[src/rtl/fb_write_arbiter.sv]
// fb_write_arbiter
//   N-client write arbiter in front of the frame buffer write port (port A).
//   Each drawing engine presents one write at a time with cl_req held high.
//   A single owner is granted and streams one write per cycle until it marks
//   cl_last, drops cl_req, or (round-robin mode only) uses up BURST_MAX writes.
//   Writes that fall outside the frame buffer are acknowledged but dropped,
//   and the first offending client is captured in a sticky error register.
//
// Ports
//   clk, rst_n       100 MHz clock, asynchronous active-low reset
//   cl_req[i]        client i has a write presented
//   cl_addr/cl_data  per-client address/pixel, client i at [i*W +: W]
//   cl_last[i]       presented write is the final write of the burst
//   cl_gnt[i]        registered one-hot grant
//   cl_ack[i]        presented write consumed this cycle (gnt & req)
//   fb_we/addr/data  registered frame buffer write port
//   busy             a grant is held
//   err_clr          synchronous clear of err_oob/err_client
//   err_oob          sticky out-of-bounds flag
//   err_client       first client that wrote out of bounds since last clear
module fb_write_arbiter #(
    parameter int NUM_CLIENTS = 2,
    parameter int ADDR_W      = 17,
    parameter int DATA_W      = 24,
    parameter int FB_DEPTH    = 76800,
    parameter int RR_MODE     = 0,
    parameter int BURST_MAX   = 64
) (
    input  logic                          clk,
    input  logic                          rst_n,
    input  logic [NUM_CLIENTS-1:0]        cl_req,
    input  logic [NUM_CLIENTS*ADDR_W-1:0] cl_addr,
    input  logic [NUM_CLIENTS*DATA_W-1:0] cl_data,
    input  logic [NUM_CLIENTS-1:0]        cl_last,
    output logic [NUM_CLIENTS-1:0]        cl_gnt,
    output logic [NUM_CLIENTS-1:0]        cl_ack,
    output logic                          fb_we,
    output logic [ADDR_W-1:0]             fb_addr,
    output logic [DATA_W-1:0]             fb_data,
    output logic                          busy,
    input  logic                          err_clr,
    output logic                          err_oob,
    output logic [2:0]                    err_client
);

    // One extra bit so FB_DEPTH == 2**ADDR_W does not wrap to zero.
    localparam logic [ADDR_W:0] DEPTH_EXT = (ADDR_W + 1)'(FB_DEPTH);
    localparam logic [7:0]      BURST_LIM = 8'(BURST_MAX);
    localparam logic [2:0]      LAST_IDX  = 3'(NUM_CLIENTS - 1);

    typedef enum logic {
        IDLE  = 1'b0,
        GRANT = 1'b1
    } state_t;

    state_t                   state;
    logic [2:0]               owner;
    logic [2:0]               rr_ptr;
    logic [7:0]               burst_cnt;

    logic [ADDR_W-1:0]        own_addr;
    logic [DATA_W-1:0]        own_data;
    logic                     own_oob;
    logic                     wr_accept;
    logic                     wr_final;
    logic [7:0]               burst_inc;
    logic                     burst_hit;
    logic                     release_now;

    logic [2:0]               arb_base;
    logic                     win_found;
    logic [2:0]               win_idx;
    logic [NUM_CLIENTS-1:0]   win_onehot;

    // Grant is registered and one-hot, so the ack is simply the owner's request.
    assign cl_ack    = cl_gnt & cl_req;
    assign wr_accept = |cl_ack;
    assign wr_final  = |(cl_ack & cl_last);

    always_comb begin
        own_addr = '0;
        own_data = '0;
        for (int i = 0; i < NUM_CLIENTS; i++) begin
            if (cl_gnt[i]) begin
                own_addr = cl_addr[i*ADDR_W +: ADDR_W];
                own_data = cl_data[i*DATA_W +: DATA_W];
            end
        end
    end

    assign own_oob   = ({1'b0, own_addr} >= DEPTH_EXT);
    assign burst_inc = (burst_cnt == 8'hFF) ? 8'hFF : burst_cnt + 8'd1;
    assign burst_hit = (RR_MODE != 0) && wr_accept && (burst_inc == BURST_LIM);

    // In GRANT a cycle without the owner's request is itself a release.
    assign release_now = !wr_accept || wr_final || burst_hit;

    // Rotating search: first pass looks at indices >= base, second pass wraps
    // to the lowest requester. Fixed mode uses base 0 so the first pass alone
    // yields the lowest requesting index.
    always_comb begin
        arb_base   = (RR_MODE != 0) ? rr_ptr : 3'd0;
        win_found  = 1'b0;
        win_idx    = '0;
        win_onehot = '0;
        for (int i = 0; i < NUM_CLIENTS; i++) begin
            if (!win_found && cl_req[i] && (3'(i) >= arb_base)) begin
                win_found     = 1'b1;
                win_idx       = 3'(i);
                win_onehot[i] = 1'b1;
            end
        end
        for (int i = 0; i < NUM_CLIENTS; i++) begin
            if (!win_found && cl_req[i]) begin
                win_found     = 1'b1;
                win_idx       = 3'(i);
                win_onehot[i] = 1'b1;
            end
        end
    end

    // Stage p1: grant FSM, registered frame buffer port and error capture
    always_ff @(posedge clk or negedge rst_n) begin
        if (!rst_n) begin
            state      <= IDLE;
            cl_gnt     <= '0;
            busy       <= 1'b0;
            owner      <= '0;
            rr_ptr     <= '0;
            burst_cnt  <= '0;
            fb_we      <= 1'b0;
            fb_addr    <= '0;
            fb_data    <= '0;
            err_oob    <= 1'b0;
            err_client <= '0;
        end else begin
            fb_we <= 1'b0;
            case (state)
                IDLE: begin
                    if (win_found) begin
                        state  <= GRANT;
                        cl_gnt <= win_onehot;
                        owner  <= win_idx;
                        busy   <= 1'b1;
                    end
                end
                GRANT: begin
                    if (wr_accept) begin
                        burst_cnt <= burst_inc;
                        // Out-of-bounds writes are consumed but never reach the RAM.
                        if (!own_oob) begin
                            fb_we   <= 1'b1;
                            fb_addr <= own_addr;
                            fb_data <= own_data;
                        end
                    end
                    if (release_now) begin
                        state     <= IDLE;
                        cl_gnt    <= '0;
                        busy      <= 1'b0;
                        burst_cnt <= '0;
                        rr_ptr    <= (owner == LAST_IDX) ? 3'd0 : owner + 3'd1;
                    end
                end
                default: state <= IDLE;
            endcase

            // A new violation beats a simultaneous clear and reports its own index.
            if (wr_accept && own_oob) begin
                err_oob <= 1'b1;
                if (!err_oob || err_clr) begin
                    err_client <= owner;
                end
            end else if (err_clr) begin
                err_oob    <= 1'b0;
                err_client <= '0;
            end
        end
    end

endmodule

[config.mk]
export PLATFORM = sky130hd
export DESIGN_NAME = fb_write_arbiter
export DESIGN_NICKNAME = d
export VERILOG_FILES = /design/src/rtl/fb_write_arbiter.sv
export SDC_FILE = /design/constraint.sdc
export NUM_CORES = 1
export LEC_CHECK = 0
export BUFFER_PORTS_ARGS = -buffer_cell sky130_fd_sc_hd__buf_2
export CAP_MARGIN = 20
export CORE_UTILIZATION = 49
export CTS_BUF_LIST = sky130_fd_sc_hd__clkbuf_2 sky130_fd_sc_hd__clkbuf_4 sky130_fd_sc_hd__clkbuf_8
export DETAILED_ROUTE_END_ITERATION = 6
export PLACE_DENSITY = 0.89
export SYNTH_ARGS = -nofsm -noshare
export SYNTH_HDL_FRONTEND = slang
export SYNTH_SLANG_ARGS = --single-unit
[constraint.sdc]
create_clock -name clk -period 2.9 [get_ports clk]
set_input_delay 0 -clock clk [delete_from_list [all_inputs] [get_ports clk]]
set_output_delay 0 -clock clk [all_outputs]
set_load 0.01 [all_outputs]
==> metrics.cfg, run 1 <==
[logic_synthesis]
synth_top_area_cell = dfrtp_1
synth_area_sq_um = 2507
synthTopCellsByCount = 49 x dfrtp_1, 38 x a22o_1, 30 x mux2_4, 9 x nand2_1, 8 x o21ai_0
netlist.area_leader.share = 0.4890
synthTopCellsByArea = dfrtp_1 49%, mux2_4 18%, a22o_1 13%, mux2_2 3.1%, buf_6 2.2%
seq_area_frac_synth = 0.4890
synthFlopType = dfrtp_1
yosys_warnings = 0
synth_cells = 190
synth_edf_count = 0
syn_avg_cell_area_sq_um = 13.20
ys_ff_latch = 49
yosysMostFrequentCell = dfrtp_1
synthArstFlopShare = 1.000
synth_cell_type_count = 29

[setup_path]
timing.critical_path.from_type = register
worstSetupPathType = reg2reg
end_kind = register
r2r_end = fb_addr[7]
cp_max_fo = 24
cp.required_ns = 3.09
reg2reg_depth = 7
critPathArrivalTime_ns = 2.84
reg2reg_slack_ns = 0.25
timing.rr.start = cl_gnt[0]

[power_and_ir_drop]
p_int_mw = 2.005
p_total_mw = 3.180
p_seq_frac = 0.349
p_switching_mw = 1.174
clkPwrFrac = 0.122
p_sw_frac = 0.3694
ir_drop_mv = 0.4656
pwr-share-comb = 0.528
p_leak_nw = 1.837
power_density_nw_per_um2 = 947.2

[sta]
timing.slew.headroom = 0.4439
timing.setup.tns_ns = 0
finalHoldViolations = 0
finalSetupViolations = 0
whs_ns = 0.02696
fmax_mhz = 376.7
rsz0062_at_grt = false
drv_slew = 0
fin_skew_ns = 0.005237
fin_crit_sh = 0.9154
worstMarginPinSlew_ns = 0.8303
fin_ws_ns = 0.2452
min_period_ns = 2.655

[clock_network]
clkLatencyLatePin_ns = 0.30
cts_root_buf = clkbuf_8
post_cts_resized = 0
cts.sinks = 49
clk_path_buf_depth = 2
numCtsBuffers = 5
cts_setup_buffers = 0
cts_max_level = 2
cts_tree = done
path_clk_slew_ns = 0.08

[hold_path]
min-delay-path-class = in2reg
hold_path_end = fb_addr[9]
hold-path-cell-count = 3
min_from = cl_addr[9]

[run]
maxCapViolations = 0

[cells_and_area]
syn_to_final_growth_pct = 33.88
final_nets = 418
fin_cells = 397
n_antenna_cell = 0
final_layout_size_suffix_gt1_frac = 0.5788
fin_area_sq_um = 3357
fin_util = 0.6969

[grt]
grt_pass1_vias = 2079
grt_max_degree = 51
grt_util_all_layers = 0.2299
grt_pass1_wl_um = 9411
gr-total-overflow = 0
antenna_found_initial = 0

[status]
status = complete, no violations

[floorplan]
coreArea_sq_um = 4817
core.rowCount = 25
die_x_um = 73.54
start_util = 0.5205
die_area_sq_um = 5407
dieHeight_um = 73.54
ios = 140

[drt]
drtAntennaViolNets = 0
viasPerCell = 5.239
wirelength_um = 6018
drt_first_pass_iters = 4
drtIter0Drc = 86
drcViolationCount = 0
num_vias = 2080
routedWlPerCell_um = 15.16

[placement]
gp_congestion = 0.7393
io_buffers = 137
place_inst = 384
place_ws_ns = 0.2712
hpwl_um = 4311
placed_area_sq_um = 3211

sequential cells by signal, indices dropped and copies added, names as in the netlist:
| register | cells |
|---|---|
| owner | 1 |
| fb_data | 24 |
| state | 1 |
| busy | 1 |
| fb_addr | 17 |
| cl_gnt | 2 |
| err_oob | 1 |
| err_client | 1 |
| fb_we | 1 |
cell usage in the layout, fill, tap and decap left out, drive strengths merged:
| master | n |
|---|---|
| a22o | 39 |
| mux2 | 40 |
| and2 | 2 |
| conb | 2 |
| buf | 142 |
| a21o | 1 |
| o32ai | 1 |
| o21ai | 10 |
| nor2 | 6 |
| o31a | 1 |
| dlygate4sd3 | 4 |
| o22a | 1 |
| clkbuf | 5 |
| nor2b | 4 |
| o211a | 2 |
| nand3 | 3 |
| nand2b | 1 |
| a21oi | 1 |
| clkinvlp | 1 |
| o21a | 1 |
| or2 | 1 |
| nand2 | 9 |
| a211oi | 1 |
| dfrtp | 49 |
| inv | 1 |
| clkinv | 2 |
kinds of logic after synthesis:
family	Yosys count	share of synthesized area
compound gates	58	0.1941
buf+inv	16	0.04241
flops	49	0.4890
mux	40	0.2246
other cells	1	0.001496
simple gates	26	0.04840
worst max-delay path, cell delays in order, from the launching register on:
cell and delay (ns):
dfrtp_1 0.48, nor2b_2 0.74, buf_4 0.38, o21ai_1 0.10, nand2_1 0.15, a211oi_4 0.08, buf_4 0.25, mux2_1 0.36
power by group through the flow:
| stage | clock (mW) | sequential (mW) | combinational, mW |
|---|---|---|---|
| after detailed placement | 0 | 1.11 | 1.66 |
| after global placement | 0 | 1.11 | 1.61 |
| final | 0.389 | 1.11 | 1.68 |
| after floorplan | 0 | 1.22 | 1.07 |
| after CTS | 0.404 | 1.11 | 1.68 |
| after global routing | 0.429 | 1.14 | 1.81 |
cell type report:
cell class | instances | area (sq um)
Timing Repair Buffer | 146 | 775.7
Sequential cell | 49 | 1226
Tap cell | 67 | 83.83
Inverter | 1 | 3.754
Clock buffer | 5 | 68.82
Fill cell | 376 | 1460
Clock inverter | 3 | 17.52
Multi-Input combinational cell | 126 | 1181
what timing repair did:
action                                  in CTS  in global routing
hold buffers                                 4                  0
endpoints found under the setup margin       0                  0
hold endpoints to repair                    51                  0
worst max path at each step:
stage	depth (start not counted)	end	slack, ns	from
6_report	7	fb_addr[7]	0.25	cl_gnt[0]
5_1_grt	7	fb_addr[7]	0.1	cl_gnt[0]
4_1_cts	7	fb_addr[7]	0.27	cl_gnt[0]
3_5_place_dp	7	fb_addr[7]	0.27	cl_gnt[0]
3_3_place_gp	7	fb_addr[8]	0.40	cl_gnt[0]
2_1_floorplan	6	fb_addr[0]	0.87	cl_gnt[0]
routing by layer:
layer | vias up | global-route usage | part of all wire
met5 | - | 0 | 0
met4 | 0 | 0.09829 | 0.016
met3 | 9 | 0.05761 | 0.067
met2 | 86 | 0.4067 | 0.51
met1 | 1004 | 0.2625 | 0.41
li1 | 981 | - | -
(Power assumes the default switching activity.)
==> run 2, diff against run 1 <==
Settings changed: CELL_PAD_IN_SITES_DETAIL_PLACEMENT set to 0, CELL_PAD_IN_SITES_GLOBAL_PLACEMENT set to 2, CORE_UTILIZATION 49 to 30, PLACE_DENSITY 0.89 to 0.9.
==> run 2 against run 1 <==
  * Clock-buffer cell count grew 2
  * Sequential cell count is the same
  * Via count shrank 1.7%
  * Sequential power is essentially flat
  * Global-route usage shrank 8.0 points
  * Combinational power is essentially flat
  * Register-to-register slack gained 0.49 ns
  * Highest routed layer unchanged
  * Non-clock buffer count is the same
  * Critical path type unchanged
==> metrics.cfg, run 2 (same netlist as run 1, synthesis figures left out) <==
[status]
status = complete, no violations  ; unchanged

[cells_and_area]
final_nets = 418  ; unchanged
fin_cells = 432  ; was 397
n_antenna_cell = 0  ; unchanged
fin_util = 0.4378  ; was 0.6969
reg_top3 = fb_data x24, fb_addr x17, cl_gnt x2  ; unchanged
regMostFlops = fb_data  ; unchanged
multiInputGateArea_sq_um = 1186  ; was 1181 sq um
layout_common_cells = 137 x buf_2, 48 x dfrtp_1, 38 x a22o_1, 30 x mux2_4, 9 x nand2_1  ; was 137 x buf_2, 49 x dfrtp_1, 38 x a22o_1, 30 x mux2_4, 9 x nand2_1
fillCellCount = 757  ; was 376
largest_reg_flops = 24  ; unchanged
final_common_cell = buf_2  ; unchanged
syn_to_final_growth_pct = 37.72  ; was 33.88%
regArea_sq_um = 1227  ; was 1226 sq um
final_layout_size_suffix_gt1_frac = 0.5818  ; was 0.5788

[sta]
fin_crit_sh = 0.7456  ; was 0.9154
finalSetupViolations = 0  ; unchanged
rsz0062_at_grt = false  ; unchanged
drv_slew = 0  ; unchanged
fmax_mhz = 462.5  ; was 376.7 MHz
finalHoldViolations = 0  ; unchanged
min_period_ns = 2.162  ; was 2.655 ns
fin_skew_ns = 0.004050  ; was 0.005237 ns
timing.setup.tns_ns = 0  ; unchanged

[drt]
drt_first_pass_iters = 4  ; unchanged
drtAntennaViolNets = 0  ; unchanged
routedWlPerCell_um = 14.82  ; was 15.16 um
drtIter0Drc = 32  ; was 86
wirelength_um = 6403  ; was 6018 um
drcViolationCount = 0  ; unchanged
num_vias = 2045  ; was 2080
viasPerCell = 4.734  ; was 5.239

[clock_network]
clkLatencyLatePin_ns = 0.29  ; was 0.30 ns
cts_tree = done  ; unchanged
path_clk_slew_ns = 0.08  ; about the same
numCtsBuffers = 5  ; unchanged
cts.sinks = 49  ; unchanged
clk_path_buf_depth = 2  ; unchanged
cts_setup_buffers = 0  ; unchanged
cts_root_buf = clkbuf_8  ; unchanged
cts_max_level = 2  ; unchanged

[grt]
grt_max_degree = 50  ; was 51
grt_pass1_vias = 2021  ; was 2079
grt_util_all_layers = 0.1497  ; was 0.2299
gr-total-overflow = 0  ; unchanged
antenna_found_initial = 0  ; unchanged
grt_pass1_wl_um = 10170  ; was 9411 um

[setup_path]
cp.required_ns = 3.08  ; was 3.09 ns
reg2reg_depth = 6  ; was 7
cp_num_cells = 6  ; was 7
end_kind = register  ; unchanged
crit_end = fb_addr[15]  ; was fb_addr[7]
worstSetupPathType = reg2reg  ; unchanged
cp_max_fo = 31  ; was 24
cp_slowest_stage_delay_ns = 0.58  ; was 0.74 ns
r2r_end = fb_addr[15]  ; was fb_addr[7]
timing.rr.start = cl_gnt[1]  ; was cl_gnt[0]
cp_cell_sequence = nor2b_4 -> a22o_1 -> o211a_1 -> a211oi_4 -> buf_12 -> mux2_2  ; was nor2b_2 -> buf_4 -> o21ai_1 -> nand2_1 -> a211oi_4 -> buf_4 -> mux2_1
cp_slowest_cell = dfrtp_2  ; was nor2b_2
critPathArrivalTime_ns = 2.35  ; was 2.84 ns
crit_family = compound AO/OA/AOI/OAI gates  ; was simple AND/OR/NAND/NOR gates
timing.critical_path.from_type = register  ; unchanged
critPathBufInv = 1  ; was 2
crit_start = cl_gnt[1]  ; was cl_gnt[0]
reg2reg_slack_ns = 0.74  ; was 0.25 ns

[floorplan]
dieHeight_um = 93.42  ; was 73.54 um
coreArea_sq_um = 7888  ; was 4817 sq um
core.rowCount = 32  ; was 25
die_area_sq_um = 8727  ; was 5407 sq um
ios = 140  ; unchanged
die_x_um = 93.42  ; was 73.54 um
start_util = 0.3179  ; was 0.5205

[placement]
io_buffers = 137  ; unchanged
hpwl_um = 4613  ; was 4311 um
gp_congestion = 0.7719  ; was 0.7393
place_inst = 419  ; was 384

[power_and_ir_drop]
p_total_mw = 3.323  ; was 3.180 mW
p_leak_nw = 1.860  ; was 1.837 nW
power_density_nw_per_um2 = 962.2  ; was 947.2 nW/um^2
ir_drop_mv = 0.4565  ; was 0.4656 mV

[run]
maxCapViolations = 0  ; unchanged

[hold_path]
min-delay-path-class = in2reg  ; unchanged

run 2: area by class of cell:
type / instances / area share
Tap cell: 102 / 0.03696
Inverter: 1 / 0.001087
Clock buffer: 7 / 0.02609
Sequential cell: 49 / 0.3554
Clock inverter: 1 / 0.008696
Multi-Input combinational cell: 126 / 0.3435
Timing Repair Buffer: 146 / 0.2283
run 2: worst min-delay path by stage:
stage                from             to  slack, ns  depth (start not counted)
4_1_cts         cl_req[0]           busy       0.03                          3
3_3_place_gp      err_clr  err_client[0]       0.22                          2
6_report        cl_req[0]           busy       0.03                          3
2_1_floorplan       rst_n           busy      -0.30                          0
3_5_place_dp      err_clr  err_client[0]       0.21                          2
5_1_grt        cl_addr[7]     fb_addr[7]       0.04                          3
run 2: routing by layer:
metal  up-vias  share of wire  GRT usage
li1        982              -          -
met1       970           0.44     0.1934
met2        86           0.48     0.2488
met3         7          0.075    0.03740
met4         0          0.011    0.03974
met5         -              0          0
run 2: metrics by stage:
stage,setup WS (ns),hold slack (ns),instance area (sq um)
after floorplan,0.8732,-0.2956,2511
after global placement,0.8225,0.2163,3273
after detailed placement,0.7360,0.2139,3273
after CTS,0.7230,0.02651,3433
after global routing,0.6023,0.04419,3453
final,0.7377,0.03068,3453
run 2: what timing repair did:
| action | 4_1_cts | 5_1_grt |
|---|---|---|
| hold endpoints to repair | 51 | 0 |
| gates resized for setup | 0 | 0 |
| hold buffers | 4 | 0 |
run 2: report_power, final:
group          leakage (nW)  total (mW)  internal, mW  switching (mW)
registers             0.629        1.13         0.952           0.182
clock network        0.0619       0.507         0.291           0.216
logic                  1.17        1.68         0.905           0.777
total                  1.86        3.32          2.15            1.18
run 2: worst reg2reg max path: stages (launching register included):
cell and delay [ns]:
dfrtp_2 0.58, nor2b_4 0.13, a22o_1 0.25, o211a_1 0.17
a211oi_4 0.27, buf_12 0.26, mux2_2 0.39
